<file path="config.mk">
export PLATFORM = sky130hd
export DESIGN_NAME = puf_crp_controller
export DESIGN_NICKNAME = d
export VERILOG_FILES = /design/src/rtl/puf_crp_controller.sv
export SDC_FILE = /design/constraint.sdc
export NUM_CORES = 1
export LEC_CHECK = 0
export ABC_AREA = 1
export ABC_CLOCK_PERIOD_IN_PS = 10750
export CORE_ASPECT_RATIO = 0.8
export CORE_MARGIN = 2
export CORE_UTILIZATION = 30
export DETAILED_ROUTE_END_ITERATION = 10
export PLACE_DENSITY = 0.64
export SLEW_MARGIN = 15
export SYNTH_ARGS = -nofsm -noshare
export SYNTH_HDL_FRONTEND = slang
export SYNTH_SLANG_ARGS = --single-unit
</file>
<file path="constraint.sdc">
create_clock -name clk -period 10.75 [get_ports clk]
set_clock_uncertainty 0.05 [all_clocks]
set_input_delay 3.225 -clock clk [delete_from_list [all_inputs] [get_ports clk]]
set_output_delay 3.225 -clock clk [all_outputs]
set_load 0.02 [all_outputs]
</file>
<file path="src/rtl/puf_crp_controller.sv">
// Arbiter-PUF challenge driver and response packer; optional 3-pass majority vote under PUF_MAJORITY_VOTE_EN.
// Latency: M*(RST_CYCLES+SETTLE_CYCLES+1) clocks per word (x3 with voting) from the edge that samples start.
// Backpressure: the finished word is held in DONE until resp_valid&&resp_ready; start is ignored until then.
module puf_crp_controller #(
    parameter int             N             = 128,
    parameter int             M             = 32,
    parameter logic [N-1:0]   TAPS          = N'((128'd1 << 127) | (128'd1 << 125) | (128'd1 << 100) | (128'd1 << 98)),
    parameter int             RST_CYCLES    = 2,
    parameter int             SETTLE_CYCLES = 8
) (
    input  logic         clk,
    input  logic         reset,
    input  logic         start,
    input  logic         seed_load,
    input  logic [N-1:0] seed,
    output logic [N-1:0] challenge,
    output logic         puf_in,
    output logic         puf_reset,
    input  logic         puf_out,
    output logic [M-1:0] resp_data,
    output logic         resp_valid,
    input  logic         resp_ready,
    output logic         busy
);

    localparam int CW       = (M > 1) ? $clog2(M) : 1;
    localparam int HOLD_MAX = (RST_CYCLES > SETTLE_CYCLES) ? RST_CYCLES : SETTLE_CYCLES;
    localparam int HW       = $clog2(HOLD_MAX + 1);

    typedef enum logic [2:0] {IDLE, ARM, LAUNCH, SAMPLE, DONE} state_t;

    state_t        state, state_next;
    logic [HW-1:0] hold_cnt;
    logic [CW-1:0] bit_cnt;
    logic          sync_q1, sync_q2;
    logic          hold_done;
    logic          launch_next;
    logic          last_pass;
    logic          sample_bit;

    assign hold_done = ((state == ARM)    && (hold_cnt == HW'(RST_CYCLES - 1))) ||
                       ((state == LAUNCH) && (hold_cnt == HW'(SETTLE_CYCLES - 1)));
    assign launch_next = (state_next == LAUNCH) || (state_next == SAMPLE);
    assign busy        = (state != IDLE);
    assign resp_valid  = (state == DONE);

`ifdef PUF_MAJORITY_VOTE_EN
    logic [1:0] pass_cnt;
    logic [1:0] votes;

    // votes holds the first two samples of the current challenge; the third comes straight from the synchroniser
    always_ff @(posedge clk or posedge reset) begin
        if (reset) begin
            pass_cnt <= 2'd0;
            votes    <= 2'd0;
        end else if (state == SAMPLE) begin
            if (pass_cnt == 2'd2) begin
                pass_cnt <= 2'd0;
                votes    <= 2'd0;
            end else begin
                pass_cnt <= pass_cnt + 2'd1;
                votes    <= {votes[0], sync_q2};
            end
        end
    end

    assign last_pass  = (pass_cnt == 2'd2);
    assign sample_bit = (votes[1] & votes[0]) | (votes[1] & sync_q2) | (votes[0] & sync_q2);
`else
    assign last_pass  = 1'b1;
    assign sample_bit = sync_q2;
`endif

    always_comb begin
        state_next = state;
        case (state)
            IDLE:    if (start)     state_next = ARM;
            ARM:     if (hold_done) state_next = LAUNCH;
            LAUNCH:  if (hold_done) state_next = SAMPLE;
            SAMPLE: begin
                if (last_pass && (bit_cnt == CW'(M - 1))) state_next = DONE;
                else                                      state_next = ARM;
            end
            DONE:    if (resp_ready) state_next = IDLE;
            default: state_next = IDLE;
        endcase
    end

    always_ff @(posedge clk or posedge reset) begin
        if (reset) begin
            state     <= IDLE;
            challenge <= '1;
            puf_in    <= 1'b0;
            puf_reset <= 1'b1;
            resp_data <= '0;
            bit_cnt   <= '0;
            hold_cnt  <= '0;
            sync_q1   <= 1'b0;
            sync_q2   <= 1'b0;
        end else begin
            state     <= state_next;
            sync_q1   <= puf_out;
            sync_q2   <= sync_q1;
            // launch/clear are registered from the next state so they line up with the state register
            puf_in    <= launch_next;
            puf_reset <= !launch_next;

            if ((state_next != state) || !((state == ARM) || (state == LAUNCH)))
                hold_cnt <= '0;
            else
                hold_cnt <= hold_cnt + HW'(1);

            case (state)
                IDLE: begin
                    if (seed_load)
                        challenge <= (seed == '0) ? N'(1) : seed;
                    if (start) begin
                        bit_cnt   <= '0;
                        resp_data <= '0;
                    end
                end
                SAMPLE: begin
                    if (last_pass) begin
                        resp_data[bit_cnt] <= sample_bit;
                        challenge          <= {challenge[N-2:0], ^(challenge & TAPS)};
                        bit_cnt            <= bit_cnt + CW'(1);
                    end
                end
                default: ;
            endcase
        end
    end

endmodule
</file>
; ---- After elaboration in Yosys (flattened, before gate mapping)
; Cells that the tools add are included.
; W data, S select, Z words.
[word_totals]
elab_cells = 58
reg_bits = 176
inputBits = 134
output_inout_bits = 164
[classes]
n_addsub = 2
mux = 17
n_lt_le_gt_ge = 2
n_eq_ne = 12
reduce_logical = 16
[op_table]
columns = op, n
row1 = $mux W128, 2
row2 = $pmux W128 S2, 1
row3 = $logic_not A128 Y1, 1
row4 = $reduce_xor A128 Y1, 1
row5 = $pmux W32 S2, 1
row6 = $bwmux W32, 1
row7 = $mux W32, 1
row8 = $mux W3, 5
row9 = $pmux W3 S5, 1
row10 = $eq A3 B2 Y1 const B, 4
row11 = $pmux W5 S2, 1
row12 = $lt A5 B6 Y1 const B, 1
row13 = $add A5 B1 Y5 const B, 1
row14 = $demux W1 S5, 1
row15 = $eq A5 B5 Y1 const B, 1
row16 = $ge A5 B1 Y1 const B, 1
row17 = $mux W5, 1
row18 = $add A4 B1 Y4 const B, 1
row19 = $eq A4 B1 Y1 const B, 1
row20 = $eq A4 B3 Y1 const B, 1
row21 = $logic_or A1 B1 Y1, 4
row22 = $mux W4, 1
row23 = $ne A2 B2 Y1 const B, 2
row24 = $reduce_and A2 Y1, 2
row25 = 9 further kinds, 12

; ---- Longest topological paths before layout
; Gate-level depths: netlist of run 1.
[logic_depth]
ltp_word = 8
depth_mapped = 10

; ---- Least setup slack after synthesis of run 1
; Ideal clock, no wire load.
[synth_timing]
path_kind = register to output
start = register state[0]
end = output busy
path_slack_ns = 6.314
arrival_ns = 1.161
path_stages_with_launch = 6
t_required_ns = 7.475
n_path_buf = 1
path_cell_list = dfrtp_1 nor2_1 inv_2 nor2_8 buf_1 inv_1
[synth_via]
elab_chain_cells = 1
[synth_rtl]
columns = item, line_no
row1 = start: declaration, 32  ; state_t state, state_next;
row2 = start signal: assignment, 101  ; state <= state_next;
row3 = $reduce_bool A3 Y1, 44  ; assign busy = (state != IDLE);
row4 = end: declaration, 23  ; output logic busy
; No other way between the ends.

; ---- Worst setup path in the final report of run 1
[layout_timing]
start = input seed_load
end = register challenge[0]
[layout_via]
elab_chain_cells = 2
[layout_rtl]
columns = item, line_no
row1 = start: declaration, 14  ; input logic seed_load,
row2 = $ne A2 B2 Y1 (no line), -
row3 = $reduce_and A2 Y1 (no line), -
row4 = end signal: assignment, 116  ; challenge <= (seed == '0) ? N'(1) : seed;
row5 = end signal: assignment, 125  ; challenge <= {challenge[N-2:0], ^(challenge & TAPS)};
row6 = end: declaration, 16  ; output logic [N-1:0] challenge,
; No other way between the ends.
; A chain may end at the register's enable or synchronous reset.

==> parameters.txt, run 1 <==
Parameter                              Value

Run status
  Result of the run    completed

Final layout
  Commonest cells after routing, fill and taps aside    clkdlybuf4s50_1, inv_1, nand2_1, dfstp_2, nand3_1
  Most common cell after layout, fill and taps aside    clkdlybuf4s50_1
  Antenna Cells    0
  Layout-stage area growth over the synthesis result    42.3%
  Filler cell count in the final layout    roughly 2800
  Net count reported at finish    1373
  Share of post-route cells with drive strength above 1    0.145

STA
  Slew headroom    0.201
  Total negative setup slack    0 ps
  Number of max-slew violations in the final report    0
  Final hold violations    0
  PnR worst setup slack    about 5300 ps
  Highest Clock Rate    between 150 and 200 MHz
  Final Setup Violations    0
  Post-layout minimum cycle time    roughly 5400 ps
  Portion of the clock cycle consumed by the worst path in the final layout    0.506
  Transition at the pin with the smallest max-transition slack    roughly 1200 ps
  RSZ-0062 raised after global routing    no

CTS
  Deepest level of the CTS H-tree    4
  Buffer type at the clock tree root    clkbuf_16
  CTS tree    yes
  Post-CTS setup-driven buffer insertion count    0
  Clock net sink count    176
  Hold buffer count at cts    0
  Max Root-Sink Buffers    2
  Number of CTS-inserted buffers    17
  Clock latency of the later-clocked register in the worst-skew pair    430 ps
  Resized Gates After CTS    0
  Post-CTS clock slew at the launch and capture registers of the worst setup and hold paths    70 ps

Power and ir drop
  Leakage power total    about 0.0049 µW
  Maximum VDD drop    around 170 µV
  Ratio of total power to cell area    287 nW/µm²

Critical path
  Top delay family on crit path    simple AND/OR/NAND/NOR gates
  Critical Path End Type    flip-flop
  Kind of launch point of the worst setup path    input pin
  Critical Path Fanout Max    71
  Slowest stage cell, crit path    buf_4
  Series of cell instances along the critical path    buf_4 > nand2_2 > nand2_4 > buf_4 > o21ai_1 > inv_1 > nand2_1 > nand2_1
  CP bufs+invs    3
  Required time of the critical path    between 10000 and 15000 ps
  Worst endpoint data arrival time    5760 ps
  Critical path class    in2reg
  Largest stage delay on the critical path    ~700 ps

Floorplan
  Number of placement rows    55
  Initial core utilization    0.308
  X dimension of the die    between 150 and 200 µm
  Core box area    roughly 28000 µm²
  Floorplan die area    between 30000 and 40000 µm²
  Vert. Die Dim    between 150 and 200 µm
  I/O pins    between 200 and 300

Synth
  Share of synthesized cell area in full adder, half adder and majority cells    0.00999
  Share of the synthesized area in compound gates (AO/OA/AOI/OAI)    0.181
  Combinational family with the most area after synthesis    compound AO/OA/AOI/OAI gates
  Distinct cell type count of the synthesized netlist    29
  Average footprint of a synthesized cell    roughly 9.0 µm²
  Simple-Gate Fraction of Synth Area    0.176
  Net count after synthesis    around 1100
  Area share of the leading cell type in the synthesized netlist    0.387
  Multiplexer fraction of the synthesized cell area    0
  Share of the synthesized netlist area taken by xor and xnor gates    0.00599
  #FFs+latches synth    between 150 and 200
  Synth Instances    between 900 and 1000
  Number of warnings printed during yosys synthesis    0
  Cell types occupying the most area after synthesis    dfstp_2, dfrtp_1, o221ai_1, nand3_1, inv_1
  Fraction of the yosys area taken by sequential cells    0.521
  Netlist area before placement    approximately 9000 µm²
  Biggest area consumer among synthesized cells    dfstp_2

Detailed routing
  Via density    approximately 5.1
  Iteration-0 DRC count of the detailed router    390
  TritonRoute pass-1 iters    5
  WL/cell    18.4 µm
  Antenna-violating nets left    0
  DRC    0
  Total routed wirelength    29700 µm
  Via count    just over 8000

Job
  Number of maximum-capacitance violations    0

Global routing
  Global-route usage over all layers    0.191
  Pin count of the biggest net entering global routing    107
  Wire length of the first global-routing pass    about 46000 µm
  Antenna violations before repair    1
  Via count of the first global-routing pass    between 7000 and 8000
  Congestion Overflow GR    0

Worst hold path
  Path category of the worst min-delay check    reg2reg

Placed design
  Worst Setup Slack post-DPL    approximately 4800 ps
  Number of port buffers    slightly below 300
  RD Place Congestion    ~0.84
  HPWL after detailed placement    20800 µm
==> worst reg2reg max path, cell delays in order (launching register included) <==
cell	delay, ps
dfrtp_1	440
nor2_1	150
inv_2	80
nor2_8	90
buf_4	840
nand2_1	250
nand2_2	620
nand2_1	130
nand2_1	100
o31ai_1	60
==> worst paths after layout <==
check                      cells after the start             to  slack (ps)  startpoint
max reg2reg                                    9  resp_data[12]        7760    state[0]
min reg2reg                                    0     sample_bit         300     sync_q1
min                                            0     sample_bit         300     sync_q1
max in group asynchronous                      3  challenge[16]        5940       reset
max                                            8   challenge[0]        5310   seed_load
min in group asynchronous                      2   resp_data[2]        3290       reset
==> power by group <==
group | total, µW | switching, µW | leakage [µW] | internal, µW
Clock | 591 | 285 | 0.000261 | 306
Sequential | 1260 | 169 | 0.00200 | 1090
Combinational | 1740 | 1030 | 0.00267 | 707
Total | 3580 | 1480 | 0.00492 | 2100
==> Yosys cell counts, drive strengths merged <==
master	n
o22ai	2
inv	161
nand3	125
o21ai	37
dfrtp	47
nor2	92
o221ai	125
buf	41
o2111ai	1
xnor2	3
clkbuf	27
o31ai	32
o211ai	2
xor2	3
nor3	2
nand2	141
dfstp	129
ha	7
a21o	1
==> layout make-up <==
class                   count  area, µm²  area share
multi-input cells         573       3270       0.262
clock buffers              19        443      0.0355
flip-flops and latches    176       4570       0.366
clock inverters            13        104     0.00832
repair buffers            303       3020       0.242
well taps                 370        463      0.0371
inverters                 161        609      0.0488
==> metrics by stage <==
stage	area, µm²	hold slack (ps)	utilization	cells	total power [µW]
final	12500	301	0.438	1615	3580
after global routing	12500	316	0.438	1615	3810
after CTS	12500	302	0.438	1615	3620
after detailed placement	11900	286	0.419	1583	3010
after global placement	11900	287	0.419	1583	2990
after floorplan	8770	281	-	978	2250
==> flip-flops by register name, indices dropped and copies added (netlist names) <==
signal / count
sample_bit: 1
challenge: 128
puf_reset: 1
hold_cnt: 4
resp_data: 32
puf_in: 1
bit_cnt: 5
state: 3
sync_q1: 1
==> layer usage <==
metal | vias up | share of wire | track usage
li1 | 3878 | - | -
met1 | 3945 | 0.45 | 0.263
met2 | 308 | 0.46 | 0.295
met3 | 27 | 0.077 | 0.0536
met4 | 0 | 0.017 | 0.0527
met5 | - | 0 | 0
==> cells by family after synthesis <==
kind of cell,after synthesis
AND/OR/NAND/NOR,360
buffers and inverters,229
AO/OA/AOI/OAI,200
flip-flops,176
adder cells (fa/ha/maj),7
XOR/XNOR,6
Power figures use the tool's default switching activity.
==> run 2, diff against run 1 <==
ABC_CLOCK_PERIOD_IN_PS = 4600   (was 10750)
PLACE_DENSITY = 0.66   (was 0.64)
clock period = 4.6 ns   (was 10.75 ns; I/O delays follow)
==> run 2 against run 1 <==
  * Highest routed layer unchanged
  * Critical endpoint is now resp_valid
  * Final area increased by 1.3%
  * Worst setup slack got worse by 4000 ps
  * First-iteration DRC count increased by 35%
  * Global-route usage increased by 0.83 points
  * Sequential power increased by 130%
==> parameters.txt, run 2 (same netlist as run 1, synthesis figures left out) <==
Parameter                              Value

Final layout
  Commonest cells after routing, fill and taps aside    clkdlybuf4s50_1, inv_1, nand2_1, dfstp_2, nand3_1
  Registers with the most flip-flops    challenge: 128 flops, resp_data: 32 flops, bit_cnt: 5 flops
  Most common cell after layout, fill and taps aside    clkdlybuf4s50_1
  Largest reg by FF count    challenge
  Largest register FFs    128 (unchanged)
  Net count reported at finish    1383 (+0.73%)
  Filler cell count in the final layout    2755 (-2.0%)
  Share of post-route cells with drive strength above 1    0.153 (+0.00841)
  Final core utilization    0.443 (+0.00562)
  Post-route cell area    12600 µm² (+1.3%)
  Layout-stage area growth over the synthesis result    44.1%

Detailed routing
  Iteration-0 DRC count of the detailed router    526 (+35%)
  Via count    8234 (+0.93%)
  Total routed wirelength    30800 µm (+3.6%)
  WL/cell    18.9 µm (+2.9%)
  TritonRoute pass-1 iters    5 (unchanged)
  Antenna-violating nets left    0 (unchanged)
  DRC    0 (unchanged)
  Via density    5.06 (+0.25%)

Critical path
  Most common cell type on the critical path    nor2_1
  Worst endpoint data arrival time    1850 ps (-3910 ps)
  Critical Path End Type    output pin
  Critical path class    reg2out
  CP bufs+invs    2 (-1)
  Kind of launch point of the worst setup path    flip-flop
  Critical Path Fanout Max    5 (-93%)
  Series of cell instances along the critical path    nor2_1 > inv_2 > nor2_1 > clkdlybuf4s50_1
  Largest stage delay on the critical path    630 ps (-50 ps)
  Required time of the critical path    3170 ps (-7900 ps)
  Slowest stage cell, crit path    clkdlybuf4s50_1
  Top delay family on crit path    buffers and inverters

Worst hold path
  Path category of the worst min-delay check    reg2reg

CTS
  Post-CTS clock slew at the launch and capture registers of the worst setup and hold paths    70 ps (about the same)
  Number of CTS-inserted buffers    17 (unchanged)
  Post-CTS setup-driven buffer insertion count    0 (unchanged)
  Max Root-Sink Buffers    2 (unchanged)
  Clock latency of the later-clocked register in the worst-skew pair    430 ps (about the same)
  Buffer type at the clock tree root    clkbuf_16
  Clock net sink count    176 (unchanged)
  Resized Gates After CTS    0 (unchanged)
  Deepest level of the CTS H-tree    4 (unchanged)
  CTS tree    yes
  Hold buffer count at cts    0 (unchanged)

Floorplan
  Vert. Die Dim    157 µm (unchanged)
  Initial core utilization    0.308 (unchanged)
  I/O pins    298 (unchanged)
  Number of placement rows    55 (unchanged)
  Core box area    28500 µm² (unchanged)
  X dimension of the die    195 µm (unchanged)
  Floorplan die area    30600 µm² (unchanged)

Global routing
  Pin count of the biggest net entering global routing    106 (-0.93%)
  Wire length of the first global-routing pass    47400 µm (+4.1%)
  Congestion Overflow GR    0 (unchanged)
  Global-route usage over all layers    0.199 (+0.00833)
  Antenna violations before repair    0 (-1)
  Via count of the first global-routing pass    8211 (+3.5%)

STA
  Number of max-slew violations in the final report    0 (unchanged)
  Final hold violations    0 (unchanged)
  Post-layout minimum cycle time    3280 ps
  RSZ-0062 raised after global routing    no
  Portion of the clock cycle consumed by the worst path in the final layout    0.713
  Total negative setup slack    0 ps (unchanged)
  Transition at the pin with the smallest max-transition slack    1150 ps (-42.7 ps)
  Final Setup Violations    0 (unchanged)
  Highest Clock Rate    roughly 300 MHz
  Slew headroom    0.231 (+0.0304)
  Worst hold margin    290 ps (-11.0 ps)

Placed design
  Number of port buffers    297 (unchanged)
  HPWL after detailed placement    21700 µm (+4.3%)
  Post-place instance area    12000 µm² (+0.83%)
  RD Place Congestion    0.826 (-1.1%)

Power and ir drop
  Leakage power total    0.00502 µW (+1.9%)
  Maximum VDD drop    267 µV (+60%)
  Total design power    8540 µW (+140%)
  Ratio of total power to cell area    676 nW/µm² (+140%)

Job
  Number of maximum-capacitance violations    0 (unchanged)

Run status
  Result of the run    completed
run 2: cell types whose count changed in the layout (fill, tap and decap cells not counted):
cell | before | now
buf_12 | 0 | 2
buf_4 | 7 | 15
bufinv_16 | 0 | 1
clkbuf_1 | 1 | 0
clkbuf_16 | 17 | 18
clkbuf_8 | 1 | 4
clkinv_2 | 1 | 2
clkinv_4 | 5 | 3
clkinvlp_4 | 3 | 2
diode_2 | 0 | 1
inv_6 | 4 | 2
nand2_1 | 138 | 137
nand2_2 | 2 | 3
run 2: final cells by class:
class	instances	area, µm²	share of cell area
clock buffer	22	505	0.0400
timing repair buffer	313	3120	0.247
clock inverter	10	97.6	0.00772
sequential	176	4570	0.361
inverter	161	608	0.0481
antenna	1	2.50	0.000198
tap	370	463	0.0366
multi-input combinational	573	3280	0.259
run 2: per-layer routing:
metal	track usage	vias up	wire (µm)
met5	0	-	0
met4	0.0567	0	558
met1	0.271	4024	14000
li1	-	3888	-
met2	0.307	290	13900
met3	0.0596	32	2320
run 2: metrics by stage:
| step | setup slack [ps] | std cells |
|---|---|---|
| after floorplan | 1020 | 978 |
| final | 1320 | 1626 |
| after global routing | 1190 | 1625 |
| after detailed placement | 1210 | 1593 |
| after CTS | 1270 | 1625 |
| after global placement | 1240 | 1593 |
run 2: where the power goes:
group	leakage (µW)	switching, µW	internal [µW]
Sequential	0.00200	387	2540
Clock	0.000299	658	843
Combinational	0.00272	2440	1670
Total	0.00502	3480	5060
run 2: final timing paths:
path                           from             end  slack [ps]  cells after the start
setup / recovery           state[0]      resp_valid        1320                      4
max in group asynchronous     reset  challenge[111]        2150                      3
hold reg to reg             sync_q1      sample_bit         290                      0
hold / removal              sync_q1      sample_bit         290                      0
setup reg to reg           state[0]   challenge[45]        1420                      8
min in group asynchronous     reset   resp_data[21]        1500                      2
